$ cat src/rtl/core_pkg.sv
// Shared definitions for the 16-bit RISC core front end: default widths,
// reset PC, opcode field position and the fetch entry record.
package core_pkg;

    localparam int DEF_ADDR_W = 16;
    localparam int DEF_DATA_W = 16;
    localparam logic [DEF_ADDR_W-1:0] DEF_RESET_PC = 16'h0000;

    localparam int OPC_MSB = 15;
    localparam int OPC_LSB = 12;

    typedef struct packed {
        logic [DEF_DATA_W-1:0] instr;
        logic [DEF_ADDR_W-1:0] pc;
    } fetch_entry_t;

    function automatic logic [3:0] opcode_of(input logic [DEF_DATA_W-1:0] instr);
        return instr[OPC_MSB:OPC_LSB];
    endfunction

    // Counters stick at all-ones instead of wrapping back to zero.
    function automatic logic [15:0] sat_inc16(input logic [15:0] value, input logic en);
        logic [15:0] res;
        if (en && (value != 16'hFFFF)) begin
            res = value + 16'd1;
        end else begin
            res = value;
        end
        return res;
    endfunction

endpackage

$ cat src/rtl/ifu_fifo.sv
// Synchronous FIFO of fetch entries with flush; head is read combinationally
// from registered storage. DEPTH must be a power of two.
module ifu_fifo
    import core_pkg::*;
#(
    parameter int DEPTH = 2,
    localparam int PTR_W = $clog2(DEPTH),
    localparam int CNT_W = $clog2(DEPTH) + 1
)(
    input  logic             clk,
    input  logic             rst,
    input  logic             flush,
    input  logic             push,
    input  fetch_entry_t     push_data,
    input  logic             pop,
    output fetch_entry_t     head,
    output logic             empty,
    output logic             full,
    output logic [CNT_W-1:0] count
);

    fetch_entry_t     mem_r [DEPTH];
    logic [PTR_W-1:0] wr_ptr_r;
    logic [PTR_W-1:0] rd_ptr_r;
    logic [CNT_W-1:0] count_r;
    logic             do_push_s;
    logic             do_pop_s;

    assign empty = (count_r == CNT_W'(0));
    assign full  = (count_r == CNT_W'(DEPTH));
    assign count = count_r;
    assign head  = mem_r[rd_ptr_r];

    // Qualify push/pop: flush discards both; a full FIFO takes a push only alongside a pop.
    always_comb begin
        do_push_s = 1'b0;
        do_pop_s  = 1'b0;
        if (flush) begin
            do_push_s = 1'b0;
            do_pop_s  = 1'b0;
        end else begin
            do_pop_s  = pop && !empty;
            do_push_s = push && (!full || do_pop_s);
        end
    end

    // Pointer and occupancy state.
    always_ff @(posedge clk) begin
        if (rst || flush) begin
            wr_ptr_r <= {PTR_W{1'b0}};
            rd_ptr_r <= {PTR_W{1'b0}};
            count_r  <= {CNT_W{1'b0}};
        end else begin
            if (do_push_s) begin
                wr_ptr_r <= wr_ptr_r + PTR_W'(1);
            end
            if (do_pop_s) begin
                rd_ptr_r <= rd_ptr_r + PTR_W'(1);
            end
            case ({do_push_s, do_pop_s})
                2'b10:   count_r <= count_r + CNT_W'(1);
                2'b01:   count_r <= count_r - CNT_W'(1);
                default: count_r <= count_r;
            endcase
        end
    end

    // Entry storage; contents are don't-care until written, so no reset.
    always_ff @(posedge clk) begin
        if (do_push_s) begin
            mem_r[wr_ptr_r] <= push_data;
        end
    end

    ifu_fifo_chk #(.DEPTH(DEPTH)) u_chk (
        .clk   (clk),
        .rst   (rst),
        .flush (flush),
        .push  (push),
        .pop   (pop),
        .full  (full),
        .empty (empty),
        .count (count_r)
    );

endmodule

$ cat src/rtl/ifu_fifo_chk.sv
// Protocol checker for ifu_fifo: flags overflow, underflow and an
// out-of-range occupancy count.
module ifu_fifo_chk #(
    parameter int DEPTH = 2,
    localparam int CNT_W = $clog2(DEPTH) + 1
)(
    input logic             clk,
    input logic             rst,
    input logic             flush,
    input logic             push,
    input logic             pop,
    input logic             full,
    input logic             empty,
    input logic [CNT_W-1:0] count
);

    a_no_overflow: assert property (@(posedge clk) disable iff (rst)
        !(!flush && push && full && !pop));

    a_no_underflow: assert property (@(posedge clk) disable iff (rst)
        !(!flush && pop && empty));

    a_count_range: assert property (@(posedge clk) disable iff (rst)
        count <= CNT_W'(DEPTH));

endmodule

$ cat src/rtl/instr_fetch_unit.sv
// Instruction fetch stage: owns the fetch PC, issues in-order memory requests
// under a credit limit and buffers returned words. Optional IFU_PERF_CNT_EN adds perf counters.
module instr_fetch_unit
    import core_pkg::*;
#(
    parameter int                ADDR_W   = DEF_ADDR_W,
    parameter int                DATA_W   = DEF_DATA_W,
    parameter logic [ADDR_W-1:0] RESET_PC = DEF_RESET_PC,
    parameter int                DEPTH    = 2,
    localparam int               CNT_W    = $clog2(DEPTH) + 1
)(
    input  logic              clk,
    input  logic              rst,
    output logic              imem_req_valid,
    input  logic              imem_req_ready,
    output logic [ADDR_W-1:0] imem_req_addr,
    input  logic              imem_rsp_valid,
    input  logic [DATA_W-1:0] imem_rsp_data,
    input  logic              redirect_valid,
    input  logic [ADDR_W-1:0] redirect_pc,
    output logic              out_valid,
    input  logic              out_ready,
    output logic [DATA_W-1:0] out_instr,
    output logic [ADDR_W-1:0] out_pc,
    output logic [3:0]        out_opcode
`ifdef IFU_PERF_CNT_EN
    ,
    output logic [15:0]       perf_instr_cnt,
    output logic [15:0]       perf_flush_cnt,
    output logic [15:0]       perf_stall_cnt
`endif
);

    logic [ADDR_W-1:0] fetch_pc_r;
    logic [CNT_W-1:0]  outstanding_r;
    logic [CNT_W-1:0]  discard_r;

    logic [ADDR_W-1:0] redirect_pc_even_s;
    logic              pop_s;
    logic [CNT_W:0]    credit_used_s;
    logic              req_valid_s;
    logic              accept_s;
    logic              rsp_keep_s;

    fetch_entry_t      data_push_s;
    fetch_entry_t      data_head_s;
    logic              data_empty_s;
    logic              data_full_s;
    logic [CNT_W-1:0]  data_count_s;

    fetch_entry_t      pcq_push_s;
    fetch_entry_t      pcq_head_s;
    logic              pcq_empty_s;
    logic              pcq_full_s;
    logic [CNT_W-1:0]  pcq_count_s;

    assign redirect_pc_even_s = {redirect_pc[ADDR_W-1:1], 1'b0};
    assign pop_s              = !data_empty_s && out_ready && !redirect_valid;

    // A slot being popped this cycle is already free, which keeps zero-wait
    // memory streaming at one instruction per cycle with only two entries.
    assign credit_used_s = {1'b0, data_count_s} + {1'b0, outstanding_r}
                         - {{CNT_W{1'b0}}, pop_s};
    assign req_valid_s   = !rst && !redirect_valid && (credit_used_s < (CNT_W+1)'(DEPTH));
    assign accept_s      = req_valid_s && imem_req_ready;
    assign rsp_keep_s    = imem_rsp_valid && (discard_r == CNT_W'(0)) && !redirect_valid;

    assign imem_req_valid = req_valid_s;
    assign imem_req_addr  = fetch_pc_r;

    // Build the entries pushed into the data FIFO and the request PC queue.
    always_comb begin
        data_push_s       = '{instr: {DEF_DATA_W{1'b0}}, pc: {DEF_ADDR_W{1'b0}}};
        pcq_push_s        = '{instr: {DEF_DATA_W{1'b0}}, pc: {DEF_ADDR_W{1'b0}}};
        data_push_s.instr = imem_rsp_data;
        data_push_s.pc    = pcq_head_s.pc;
        pcq_push_s.pc     = fetch_pc_r;
    end

    // Fetch PC, in-flight request count and the count of words to drop after a redirect.
    always_ff @(posedge clk) begin
        if (rst) begin
            fetch_pc_r    <= RESET_PC;
            outstanding_r <= {CNT_W{1'b0}};
            discard_r     <= {CNT_W{1'b0}};
        end else begin
            if (redirect_valid) begin
                fetch_pc_r <= redirect_pc_even_s;
            end else if (accept_s) begin
                fetch_pc_r <= fetch_pc_r + ADDR_W'(2);
            end else begin
                fetch_pc_r <= fetch_pc_r;
            end

            case ({accept_s, imem_rsp_valid})
                2'b10:   outstanding_r <= outstanding_r + CNT_W'(1);
                2'b01:   outstanding_r <= outstanding_r - CNT_W'(1);
                default: outstanding_r <= outstanding_r;
            endcase

            // A response landing in the redirect cycle is already gone, so it is not counted.
            if (redirect_valid) begin
                discard_r <= outstanding_r - {{(CNT_W-1){1'b0}}, imem_rsp_valid};
            end else if (imem_rsp_valid && (discard_r != CNT_W'(0))) begin
                discard_r <= discard_r - CNT_W'(1);
            end else begin
                discard_r <= discard_r;
            end
        end
    end

    ifu_fifo #(.DEPTH(DEPTH)) u_data_fifo (
        .clk       (clk),
        .rst       (rst),
        .flush     (redirect_valid),
        .push      (rsp_keep_s),
        .push_data (data_push_s),
        .pop       (pop_s),
        .head      (data_head_s),
        .empty     (data_empty_s),
        .full      (data_full_s),
        .count     (data_count_s)
    );

    // Request PCs stay queued across redirects so every response, kept or
    // dropped, retires exactly one entry in order.
    ifu_fifo #(.DEPTH(DEPTH)) u_pc_queue (
        .clk       (clk),
        .rst       (rst),
        .flush     (1'b0),
        .push      (accept_s),
        .push_data (pcq_push_s),
        .pop       (imem_rsp_valid),
        .head      (pcq_head_s),
        .empty     (pcq_empty_s),
        .full      (pcq_full_s),
        .count     (pcq_count_s)
    );

    assign out_valid  = !data_empty_s;
    assign out_instr  = data_head_s.instr;
    assign out_pc     = data_head_s.pc;
    assign out_opcode = opcode_of(data_head_s.instr);

    logic unused_s;
    assign unused_s = ^{redirect_pc[0], pcq_head_s.instr, pcq_empty_s, pcq_full_s,
                        pcq_count_s, data_full_s};

`ifdef IFU_PERF_CNT_EN
    logic [15:0] perf_instr_r;
    logic [15:0] perf_flush_r;
    logic [15:0] perf_stall_r;

    // Saturating event counters for delivered instructions, redirects and starved cycles.
    always_ff @(posedge clk) begin
        if (rst) begin
            perf_instr_r <= 16'h0000;
            perf_flush_r <= 16'h0000;
            perf_stall_r <= 16'h0000;
        end else begin
            perf_instr_r <= sat_inc16(perf_instr_r, pop_s);
            perf_flush_r <= sat_inc16(perf_flush_r, redirect_valid);
            perf_stall_r <= sat_inc16(perf_stall_r, out_ready && data_empty_s);
        end
    end

    assign perf_instr_cnt = perf_instr_r;
    assign perf_flush_cnt = perf_flush_r;
    assign perf_stall_cnt = perf_stall_r;
`endif

endmodule

$ cat config.mk
export PLATFORM = sky130hd
export DESIGN_NAME = instr_fetch_unit
export DESIGN_NICKNAME = d
export VERILOG_FILES = /design/src/rtl/core_pkg.sv /design/src/rtl/ifu_fifo.sv /design/src/rtl/ifu_fifo_chk.sv /design/src/rtl/instr_fetch_unit.sv
export SDC_FILE = /design/constraint.sdc
export NUM_CORES = 1
export LEC_CHECK = 0
export ABC_CLOCK_PERIOD_IN_PS = 5200
export CORE_UTILIZATION = 35
export CTS_CLUSTER_SIZE = 14
export DETAILED_ROUTE_END_ITERATION = 10
export HOLD_SLACK_MARGIN = 0.06
export SYNTH_ARGS = -nofsm -noshare
export SYNTH_HDL_FRONTEND = slang
export SYNTH_HIERARCHICAL = 1
export SYNTH_SLANG_ARGS = --single-unit
$ cat constraint.sdc
create_clock -name clk -period 5.2 [get_ports clk]
set_input_delay 0.52 -clock clk [delete_from_list [all_inputs] [get_ports clk]]
set_output_delay 0.52 -clock clk [all_outputs]
set_load 0.02 [all_outputs]
Word level (Yosys, flattened, before mapping):

Memories as Yosys holds them, arrays and structs flattened. A register that Yosys moved wholly into a read port is not among the register bits.
Cells that the tools add are included.

* magnitude comparators: 1
* reduce and logical (&&, ||, !) cells: 31
* $add $sub $neg: 15
* multiplexer cells: 17
* equality and inequality tests: 8

Operators by type and width (count)
* $mux 16: 2
* $add 16x2->16 const B: 1
* $logic_and 1x1->1: 12
* $pmux 2 s2: 3
* $reduce_bool 2->1: 6
* $eq 2x2->1 const B: 5
* $mux 1: 10
* $sub 2x1->2 const B: 4
* $add 2x1->2 const B: 3
* $eq 2x1->1 const B: 3
* $logic_not 1->1: 6
* $logic_not 2->1: 3
* $add 1x1->1 const B: 4
* $mux 2: 2
* $add 2x2->3: 1
* $logic_or 1x1->1: 3
* $lt 3x2->1 const B: 1
* $sub 3x1->3: 1
* $reduce_or 2->1: 1
* $sub 2x1->2: 1

* logic and storage cells: 84
* output and inout port bits: 54
* register bits after elaboration: 28
* bits in writable memories: 96
* bits of input ports: 38
* memories kept: 2

Memories
* u_data_fifo.mem_r: depth 2, width 32, read ports 1, clocked after Yosys merged registers in 1, write ports 1, line ifu_fifo.sv:22 `fetch_entry_t mem_r [DEPTH];`
* u_pc_queue.mem_r: depth 2, width 16, read ports 1, clocked after Yosys merged registers in 1, write ports 1, line ifu_fifo.sv:22

Logic depth before layout (Yosys ltp):

Gate-level depths: netlist (run 1).

* depth in word-level cells: 11
* gate-level depth with buffers: 16
* gate-level depth less buffers: 15

Modules after synthesis:

Netlist (run 1), hierarchy kept.

By module, submodules not included
* ifu_fifo: seq. area each 2021.9 um2, area each 2557.5 um2, instances 2, cells an instance 130
* instr_fetch_unit: seq. area each 380.4 um2, area each 1305.0 um2, instances 1, cells an instance 160

Worst setup path before layout (run 1):

OpenSTA, ideal clock, no wires.

* path type: input port to flip-flop
* from: input redirect_valid
* to: memory u_pc_queue/mem_r[0][0] in the netlist's numbering, enable pin
* data arrival time: 4.346 ns
* library setup time: 0.421 ns
* path buffers: 2
* data required time: 4.779 ns
* path slack: 0.433 ns
* cell stages on the path: 13
* path through: inv_1 clkbuf_1 and3_1 ha_1 nand2b_1 fa_1 and4bb_2 nand2_2 inv_1 buf_2 inv_1 a211o_4 nor2_1

* longest elaborated chain between the ends: 9
* elaborated cells on any way between the ends: 10
* classes of those cells: add/sub: 1; order compare: 1; mux: 2; reduce/logical: 6

Ends and longest elaborated chain
* start, declared: line instr_fetch_unit.sv:19 `input logic redirect_valid,`
* $logic_not 1->1: line instr_fetch_unit.sv:58 `assign pop_s = !data_empty_s && out_ready && !redirect_valid;`
* $logic_and 1x1->1: line instr_fetch_unit.sv:58
* via pop_s: line instr_fetch_unit.sv:39 `logic pop_s;`
* $sub 3x1->3: line instr_fetch_unit.sv:63 `- {{CNT_W{1'b0}}, pop_s};`
* $lt 3x2->1: line instr_fetch_unit.sv:64 `assign req_valid_s = !rst && !redirect_valid && (credit_used_s < (CNT_W+1)'(DEPTH));`
* $logic_and 1x1->1: line instr_fetch_unit.sv:64
* $logic_and 1x1->1: line instr_fetch_unit.sv:65 `assign accept_s = req_valid_s && imem_req_ready;`
* via accept_s: line instr_fetch_unit.sv:42 `logic accept_s;`
* $logic_and 1x1->1: line ifu_fifo.sv:43 `do_push_s = push && (!full || do_pop_s);`
* $mux 1: line ifu_fifo.sv:70 `if (do_push_s) begin`
* $mux 1 (not written as such): line ifu_fifo.sv:71 `mem_r[wr_ptr_r] <= push_data;`
* end, declared: line ifu_fifo.sv:22

The timed path passes the listed nets, and every way through them passes these cells.

Worst setup path after layout (run 1):

* from: input redirect_valid
* to: output imem_req_valid

* longest elaborated chain between the ends: 5
* elaborated cells on any way between the ends: 6
* classes of those cells: add/sub: 1; order compare: 1; reduce/logical: 4

Ends and longest elaborated chain
* $logic_not 1->1: line instr_fetch_unit.sv:58
* $logic_and 1x1->1: line instr_fetch_unit.sv:58
* via pop_s: line instr_fetch_unit.sv:39
* $sub 3x1->3: line instr_fetch_unit.sv:63
* $lt 3x2->1: line instr_fetch_unit.sv:64
* $logic_and 1x1->1: line instr_fetch_unit.sv:64
* end, declared: line instr_fetch_unit.sv:14 `output logic imem_req_valid,`

The timed path passes the listed nets, and every way through them passes these cells.

==> flow_summary_export.csv, run 1 <==
group,metric,value,unit
sta,fmax,246,MHz
drt,drt_iter0_drc,215,
die,rows,44,
sta,worst_slack,1.13,ns
worst_setup_path,cp.required,4.68,ns
cells_and_area,layout.cells.non_filler,665,
sta,whs,0.516,ns
drt,ant_nets,0,
global_route,grt_pass1_wl,16.8,mm
power,p_clk_frac,0.480,
worst_setup_path,setup.worst_path.start,"redirect_valid",
cells_and_area,drive_gt1_frac,0.204,
clocking,cts_tree,"done",
sta,rsz0062_at_grt,"false",
drt,first_pass_iters,4,
worst_setup_path,arrival,3.55,ns
die,boundaryPins,92,
min_path,hold_start,"u_pc_queue/rd_ptr_r",
clocking,clk_latency,0.41,ns
logic_synthesis,synthesis.area,5270,µm²
global_route,grt_usage,0.141,
clocking,clockRootBuffer,"clkbuf_16",
cells_and_area,area.growth.synth_to_final,32.4,%
cells_and_area,fin_util,0.478,
worst_setup_path,worst-setup-path-type,"input pin to primary output",
power,power.leakage,2.35,nW
worst_setup_path,worst-r2r-setup-slack,1.55,ns
global_route,grt-ovfl-total,0,
worst_setup_path,path_max_fanout,11,
sta,worstMarginPinSlew,1.02,ns
clocking,cts_resized,0,
drt,vias,3274,
worst_setup_path,rr_startpoint,"u_data_fifo/count[0]",
clocking,ctsHoldBuffers,0,
sta,final-hold-violation-count,0,
die,start_util,0.361,
global_route,grt_max_degree,33,
sta,slew_violations,0,
placement,dp_hpwl,6.77,mm
power,combPwrFrac,0.077,
min_path,hold_path_class,"register to register",
clocking,clockBufferDepth,2,
placement,placement.io_buffers,89,
power,ir_worst_vdd,0.000275,V
power,switching_share,0.225,
power,internal_power,1.97,mW
drt,wl_per_cell,15.7,µm
cells_and_area,diodes,0,
placement,gp_congestion,0.770,
global_route,antenna_found_initial,0,
power,power_density,365,nW/µm²
sta,period_minus_slack,4.07,ns
logic_synthesis,synth.avg_cell_area,14.2,µm²
clocking,cts_made_buffers,17,
placement,place_area,6360,µm²
sta,period_share,0.782,
die,coreArea,14600,µm²
clocking,clk_pin_slew_worst_paths,0.05,ns
power,p_seq_frac,0.442,
placement,place_ws,0.804,ns
cells_and_area,fillers,1271,
die,die_area,15600,µm²
die,dieHeight,125,µm
sta,finalClockSkew,0.00991,ns
power,power_switching,0.573,mW
sta,finalSetupViolations,0,
logic_synthesis,synth_cells,370,
die,die_x,125,µm
drt,routed_wl,10.5,mm
clocking,post_cts.repair.setup_buffers,0,
cells_and_area,stdcell_area,6980,µm²
drt,drt_drc_violations_left,0,
logic_synthesis,yosys_warnings,6,
job,drv_cap,0,
power,total_power,2.55,mW
worst_setup_path,end_kind,"primary output",
sta,tns,0,ns
clocking,htreeDepth,4,
status,status,"complete, no violations",
sta,slew_headroom,0.318,
global_route,grt_pass1_vias,3271,
worst_setup_path,startpoint_type,"input pin",
placement,place_inst,633,
drt,via_per_inst,4.92,
clocking,cts_sinks,125,
cells_and_area,nNetsFinal,515,
metal layers:
layer	wire, µm	vias to the layer above	track usage
met1	4860	1581	0.173
met3	551	12	0.0507
met4	124	0	0.0574
met5	0	-	0
met2	4930	91	0.226
li1	-	1590	-
worst max-delay path: stages:
cell	delay, ns
clkdlybuf4s50_1	0.41
inv_1	0.34
and3_1	0.27
ha_1	0.24
nand2b_1	0.16
fa_1	0.44
xor2_2	0.29
and4_1	0.25
clkdlybuf4s50_1	0.62
placed cells by master, fill, tap and decap left out, drive strengths merged, types with 5 or more instances in the layout:
master and n:
edfxtp 96, clkdlybuf4s50 89, mux2 50, dfxtp 29
inv 25, nor2 23, clkbuf 18, a21oi 13
o211ai 10, nand2 10, ha 8, a31oi 7
o21ai 7, xnor2 6, or4 6, conb 6
buf 6, xor2 6, nand3 5
power groups by stage:
stage	combinational [mW]	sequential, mW	clock [mW]
after global placement	0.193	1.15	0
after detailed placement	0.198	1.15	0
after CTS	0.199	1.13	1.25
final	0.197	1.13	1.22
after global routing	0.215	1.13	1.30
after floorplan	0.103	1.15	0
path summary, 6_finish.rpt:
kind                    endpoint  depth (start not counted)
max reg2reg  u_pc_queue/count[1]                         14
min reg2reg  u_pc_queue/rd_ptr_r                          2
max               imem_req_valid                          9
min          u_pc_queue/rd_ptr_r                          2
state kept, by name, indices dropped and copies added (netlist names), named ones only:
name / flops
u_data_fifo/rd_ptr_r: 1
u_data_fifo/wr_ptr_r: 1
u_pc_queue/count: 2
discard_r: 2
u_pc_queue/wr_ptr_r: 1
outstanding_r: 2
imem_req_addr: 15
u_pc_queue/mem_r: 32
u_data_fifo/mem_r: 64
u_pc_queue/rd_ptr_r: 1
u_data_fifo/count: 2
area by class of cell:
type / count / area [µm²] / share of cell area
clock inverters: 14 / 181 / 0.0260
well taps: 184 / 230 / 0.0330
flip-flops and latches: 125 / 3460 / 0.496
multi-input cells: 210 / 1660 / 0.237
repair buffers: 95 / 936 / 0.134
clock buffers: 18 / 439 / 0.0629
inverters: 19 / 71.3 / 0.0102
No activity file was read; power rests on OpenSTA's default activity.
==> run 2: changes to the inputs <==
--- a/config.mk
+++ b/config.mk
@@ -5,7 +5,7 @@
 export SDC_FILE = /design/constraint.sdc
 export NUM_CORES = 1
 export LEC_CHECK = 0
-export ABC_CLOCK_PERIOD_IN_PS = 5200
+export ABC_CLOCK_PERIOD_IN_PS = 4000
 export CORE_UTILIZATION = 35
 export CTS_CLUSTER_SIZE = 14
 export DETAILED_ROUTE_END_ITERATION = 10
==> constraint.sdc (replaced) <==
create_clock -name clk -period 4 [get_ports clk]
set_input_delay 0.4 -clock clk [delete_from_list [all_inputs] [get_ports clk]]
set_output_delay 0.4 -clock clk [all_outputs]
set_load 0.02 [all_outputs]
==> run 2 against run 1 <==
Sequential power is 30% higher. Combinational power is 32% higher. Clock-buffer cell count is 2 higher. Sequential share of layout area up 0.16 points. Via count is 1.5% higher. Register-to-register slack lost 1.0 ns. Highest routed layer unchanged. Worst hold slack got worse by 0.014 ns. Setup slack got worse by 0.74 ns. First-iteration DRC count shrank 36%. Global-route usage grew 0.57 points. Utilization shrank 0.15 points.
==> flow_summary_export.csv, run 2 (synthesis gave the netlist of run 1 again) <==
group,metric,value,unit
status,status,"complete, no violations",
clocking,ctsHoldBuffers,0,
clocking,post_cts.repair.setup_buffers,0,
die,rows,44,
sta,finalSetupViolations,0,
die,coreArea,14600,µm²
cells_and_area,diodes,0,
cells_and_area,stdcell_area,6960,µm²
worst_setup_path,cpPeakStageDelay,0.61,ns
worst_setup_path,end_kind,"primary output",
cells_and_area,nNetsFinal,519,
worst_setup_path,worst-r2r-setup-slack,0.54,ns
global_route,grt_usage,0.147,
drt,routed_wl,10.9,mm
drt,first_pass_iters,6,
worst_setup_path,cp.required,3.60,ns
cells_and_area,area.growth.synth_to_final,32.0,%
cells_and_area,final_common_cell,"edfxtp_1",
clocking,clk_pin_slew_worst_paths,0.05,ns
global_route,grt_pass1_vias,3465,
worst_setup_path,worst_r2r_path_depth,14,
drt,drt_iter0_drc,138,
drt,drt_drc_violations_left,0,
global_route,antenna_found_initial,0,
die,dieHeight,125,µm
sta,period_share,0.902,
drt,wl_per_cell,16.3,µm
worst_setup_path,arrival,3.21,ns
global_route,grt_pass1_wl,17.4,mm
cells_and_area,multi_input_area,1660,µm²
sta,final-hold-violation-count,0,
min_path,holdPathStages,2,
min_path,hold_start,"u_pc_queue/rd_ptr_r",
drt,vias,3322,
power,total_power,3.18,mW
sta,period_minus_slack,3.61,ns
worst_setup_path,path_cells,"nor2_1, inv_1, and3_1, ha_1, nand2b_1, fa_1, xor2_2, and4_1, clkdlybuf4s50_1",
clocking,cts_sinks,125,
cells_and_area,fin_util,0.477,
placement,place_area,6390,µm²
cells_and_area,drive_gt1_frac,0.202,
drt,ant_nets,0,
sta,slew_headroom,0.489,
placement,gp_congestion,0.747,
power,power.leakage,2.33,nW
power,power_density,457,nW/µm²
sta,slew_violations,0,
global_route,grt_max_degree,33,
clocking,cts_tree,"done",
placement,placement.io_buffers,89,
clocking,cts_resized,0,
cells_and_area,largest-register,"u_data_fifo/mem_r",
sta,fmax,277,MHz
die,boundaryPins,92,
clocking,clk_latency,0.41,ns
cells_and_area,layout.cells.non_filler,669,
cells_and_area,fillers,1281,
worst_setup_path,startpoint_type,"register",
placement,dp_hpwl,7.30,mm
cells_and_area,largest_reg_flops,64,
sta,finalClockSkew,0.0109,ns
clocking,clockRootBuffer,"clkbuf_16",
min_path,hold_path_class,"register to register",
clocking,cts_made_buffers,17,
drt,via_per_inst,4.97,
die,die_x,125,µm
placement,place_inst,637,
job,drv_cap,0,
sta,worstMarginPinSlew,0.765,ns
worst_setup_path,r2r_end,"u_pc_queue/count[1]",
cells_and_area,register_area,3460,µm²
worst_setup_path,path_max_fanout,6,
worst_setup_path,worst-setup-path-type,"register to primary output",
die,start_util,0.361,
global_route,grt-ovfl-total,0,
worst_setup_path,cp_slowest_cell,"clkdlybuf4s50_1",
sta,tns,0,ns
worst_setup_path,rr_startpoint,"u_data_fifo/count[0]",
cells_and_area,mostFrequentLayoutCells,"96 x edfxtp_1, 89 x clkdlybuf4s50_1, 46 x mux2_2",
power,ir_worst_vdd,0.000326,V
clocking,clockBufferDepth,2,
die,die_area,15600,µm²
sta,rsz0062_at_grt,"false",
clocking,htreeDepth,4,
[run 2: cell types whose count changed in the layout (fill, tap and decap cells not counted), sizes merged]
cell      before  now
buf            6   10
bufinv         3    2
clkbuf        18   20
clkinv         4    6
clkinvlp       1    4
inv           25   19
[run 2: final cells by class]
type                       count  area share
sequential                   125       0.498
inverter                      19      0.0103
clock buffer                  20      0.0642
multi-input combinational    210       0.238
clock inverter                12      0.0174
timing repair buffer          99       0.139
tap                          184      0.0331
[run 2: metrics by stage]
step | hold slack, ns | setup slack (ns)
final | 0.502 | 0.391
after global routing | 0.513 | 0.212
after CTS | 0.501 | 0.367
after detailed placement | 0.493 | 0.167
after global placement | 0.477 | 0.262
after floorplan | 0.463 | 0.0464
[run 2: how the worst max path moves through the flow]
stage | cells past startpoint | slack [ns] | to | from
2_1_floorplan | 13 | 0.05 | u_pc_queue/mem_r[1][0] | redirect_valid
3_3_place_gp | 14 | 0.26 | u_pc_queue/count[1] | redirect_valid
3_5_place_dp | 14 | 0.17 | u_pc_queue/count[1] | redirect_valid
4_1_cts | 9 | 0.37 | imem_req_valid | u_data_fifo/count[0]
5_1_grt | 9 | 0.21 | imem_req_valid | u_data_fifo/count[0]
6_report | 9 | 0.39 | imem_req_valid | u_data_fifo/count[0]
[run 2: worst max-delay path, delay by kind of cell (launching register included)]
| family | cells | cell delay [ns] |
|---|---|---|
| adders and majority gates | 2 | 0.69 |
| buffers and inverters | 2 | 0.68 |
| DFF | 1 | 0.46 |
| and+or+nand+nor | 4 | 0.68 |
| xor gates and xnor gates | 1 | 0.29 |
[run 2: routing by layer]
metal | up-vias | share of wire | track usage | wire, µm
met5 | - | 0 | 0 | 0
met3 | 20 | 0.047 | 0.0430 | 509
met2 | 97 | 0.50 | 0.252 | 5410
li1 | 1593 | - | - | -
met1 | 1612 | 0.44 | 0.167 | 4780
met4 | 0 | 0.020 | 0.0702 | 221
[run 2: power by group]
group / internal [mW] / leakage [nW] / total [mW] / switching, mW
Combinational: 0.128 / 0.956 / 0.260 / 0.131
Clock: 0.924 / 0.267 / 1.45 / 0.527
Sequential: 1.43 / 1.11 / 1.47 / 0.0347
Total: 2.48 / 2.33 / 3.18 / 0.693
==> run 3: changes to the inputs <==
--- a/config.mk
+++ b/config.mk
@@ -5,8 +5,9 @@
 export SDC_FILE = /design/constraint.sdc
 export NUM_CORES = 1
 export LEC_CHECK = 0
-export ABC_CLOCK_PERIOD_IN_PS = 4000
+export ABC_CLOCK_PERIOD_IN_PS = 4200
 export CORE_UTILIZATION = 35
+export CTS_BUF_LIST = sky130_fd_sc_hd__clkbuf_4 sky130_fd_sc_hd__clkbuf_8
 export CTS_CLUSTER_SIZE = 14
 export DETAILED_ROUTE_END_ITERATION = 10
 export HOLD_SLACK_MARGIN = 0.06
==> constraint.sdc (replaced) <==
create_clock -name clk -period 4.2 [get_ports clk]
set_input_delay 0.42 -clock clk [delete_from_list [all_inputs] [get_ports clk]]
set_output_delay 0.42 -clock clk [all_outputs]
set_load 0.02 [all_outputs]
==> run 3 against run 2 <==
Sequential share of layout area rose by 1.3 points. Combinational power down 5%. Setup slack gained 0.091 ns. Clock power decreased by 27%. Register-to-register slack better by 0.16 ns. Sequential power is 5% lower. Highest routed layer unchanged. Wire length decreased by 2.4%. Critical endpoint unchanged. Global-route usage fell by 0.32 points. First-iteration DRC count is 60% higher. Utilization fell by 1.2 points.
==> flow_summary_export.csv, run 3 (synthesis gave the netlist of run 1 again) <==
group,metric,value,unit
worst_setup_path,path_max_fanout,6,
drt,drt_iter0_drc,221,
sta,tns,0,ns
clocking,cts_made_buffers,17,
clocking,post_cts.repair.setup_buffers,0,
placement,placement.io_buffers,89,
power,power.leakage,2.26,nW
worst_setup_path,arrival,3.30,ns
drt,first_pass_iters,4,
sta,fmax,269,MHz
cells_and_area,register_area,3460,µm²
worst_setup_path,worst-setup-path-type,"register to primary output",
sta,slew_headroom,0.329,
cells_and_area,diodes,0,
status,status,"complete, no violations",
die,start_util,0.361,
drt,routed_wl,10.6,mm
sta,whs,0.508,ns
global_route,grt_usage,0.144,
sta,rsz0062_at_grt,"false",
min_path,hold_path_class,"register to register",
drt,drt_drc_violations_left,0,
drt,via_per_inst,4.96,
clocking,cts_resized,0,
global_route,grt_pass1_vias,3343,
sta,finalClockSkew,0.0122,ns
clocking,cts_tree,"done",
cells_and_area,largest-register,"u_data_fifo/mem_r",
clocking,clk_latency,0.43,ns
cells_and_area,stdcell_area,6780,µm²
clocking,clockRootBuffer,"clkbuf_8",
cells_and_area,area.growth.synth_to_final,28.6,%
drt,ant_nets,0,
global_route,grt_pass1_wl,17.1,mm
cells_and_area,mostFrequentLayoutCells,"96 x edfxtp_1, 89 x clkdlybuf4s50_1, 46 x mux2_2",
drt,wl_per_cell,16.0,µm
clocking,clk_pin_slew_worst_paths,0.07,ns
clocking,htreeDepth,4,
placement,dp_hpwl,6.87,mm
cells_and_area,largest_reg_flops,64,
global_route,grt-ovfl-total,0,
drt,vias,3306,
cells_and_area,fillers,1307,
die,die_x,125,µm
clocking,cts_sinks,125,
job,drv_cap,0,
power,ir_worst_vdd,0.000211,V
worst_setup_path,end_kind,"primary output",
sta,period_share,0.885,
power,power_density,398,nW/µm²
die,dieHeight,125,µm
sta,period_minus_slack,3.72,ns
sta,finalSetupViolations,0,
cells_and_area,multi_input_area,1660,µm²
placement,gp_congestion,0.787,
global_route,antenna_found_initial,0,
die,die_area,15600,µm²
sta,slew_violations,0,
die,boundaryPins,92,
sta,worstMarginPinSlew,1.00,ns
clocking,clockBufferDepth,2,
die,rows,44,
worst_setup_path,cp.required,3.78,ns
cells_and_area,final_common_cell,"edfxtp_1",
cells_and_area,drive_gt1_frac,0.207,
die,coreArea,14600,µm²
sta,final-hold-violation-count,0,
global_route,grt_max_degree,33,
clocking,ctsHoldBuffers,0,
cells_and_area,nNetsFinal,517,
worst_setup_path,startpoint_type,"register",
placement,place_area,6370,µm²
## run 3: worst paths after layout
| path | from | endpoint | slack [ns] | cells past startpoint |
|---|---|---|---|---|
| min reg2reg | u_pc_queue/rd_ptr_r | register | 0.51 | 2 |
| max reg2reg | u_data_fifo/count[0] | u_pc_queue/count[1] | 0.70 | 14 |
| min | u_pc_queue/rd_ptr_r | register | 0.51 | 2 |
| max | u_data_fifo/count[0] | imem_req_valid | 0.48 | 9 |
## run 3: report_power, final
part           internal [mW]  leakage [nW]  total (mW)  switching [mW]
Clock                  0.606         0.206        1.06           0.451
Combinational          0.122         0.945       0.246           0.125
Sequential              1.36          1.11        1.40          0.0329
Total                   2.09          2.26        2.70           0.609
## run 3: cell type report
cell class / instances / share of cell area
repair buffers: 97 / 0.140
clock inverters: 6 / 0.0131
flip-flops and latches: 125 / 0.511
inverters: 19 / 0.0105
multi-input cells: 210 / 0.245
clock buffers: 26 / 0.0464
well taps: 184 / 0.0340
## run 3: metrics by stage
stage / setup slack [ns] / total power, mW / utilization / instances
after floorplan: 0.226 / 1.55 / - / 375
after global placement: 0.413 / 1.66 / 0.437 / 635
after detailed placement: 0.346 / 1.67 / 0.437 / 635
after CTS: 0.494 / 2.73 / 0.464 / 667
after global routing: 0.368 / 2.80 / 0.464 / 667
final: 0.482 / 2.70 / 0.464 / 667
## run 3: layer usage
| metal | vias to the layer above | global-route usage | part of all wire |
|---|---|---|---|
| li1 | 1585 | - | - |
| met1 | 1618 | 0.187 | 0.47 |
| met2 | 90 | 0.227 | 0.48 |
| met3 | 13 | 0.0369 | 0.042 |
| met4 | 0 | 0.0595 | 0.013 |
| met5 | - | 0 | 0 |
## run 3: worst max-delay path, cell delays in order (launching register included)
cell and delay [ns]:
dfxtp_1 0.47, nor2_1 0.08, inv_1 0.08, and3_1 0.23, ha_1 0.25, nand2b_1 0.15
fa_1 0.45, xor2_2 0.30, and4_1 0.25, clkdlybuf4s50_1 0.61
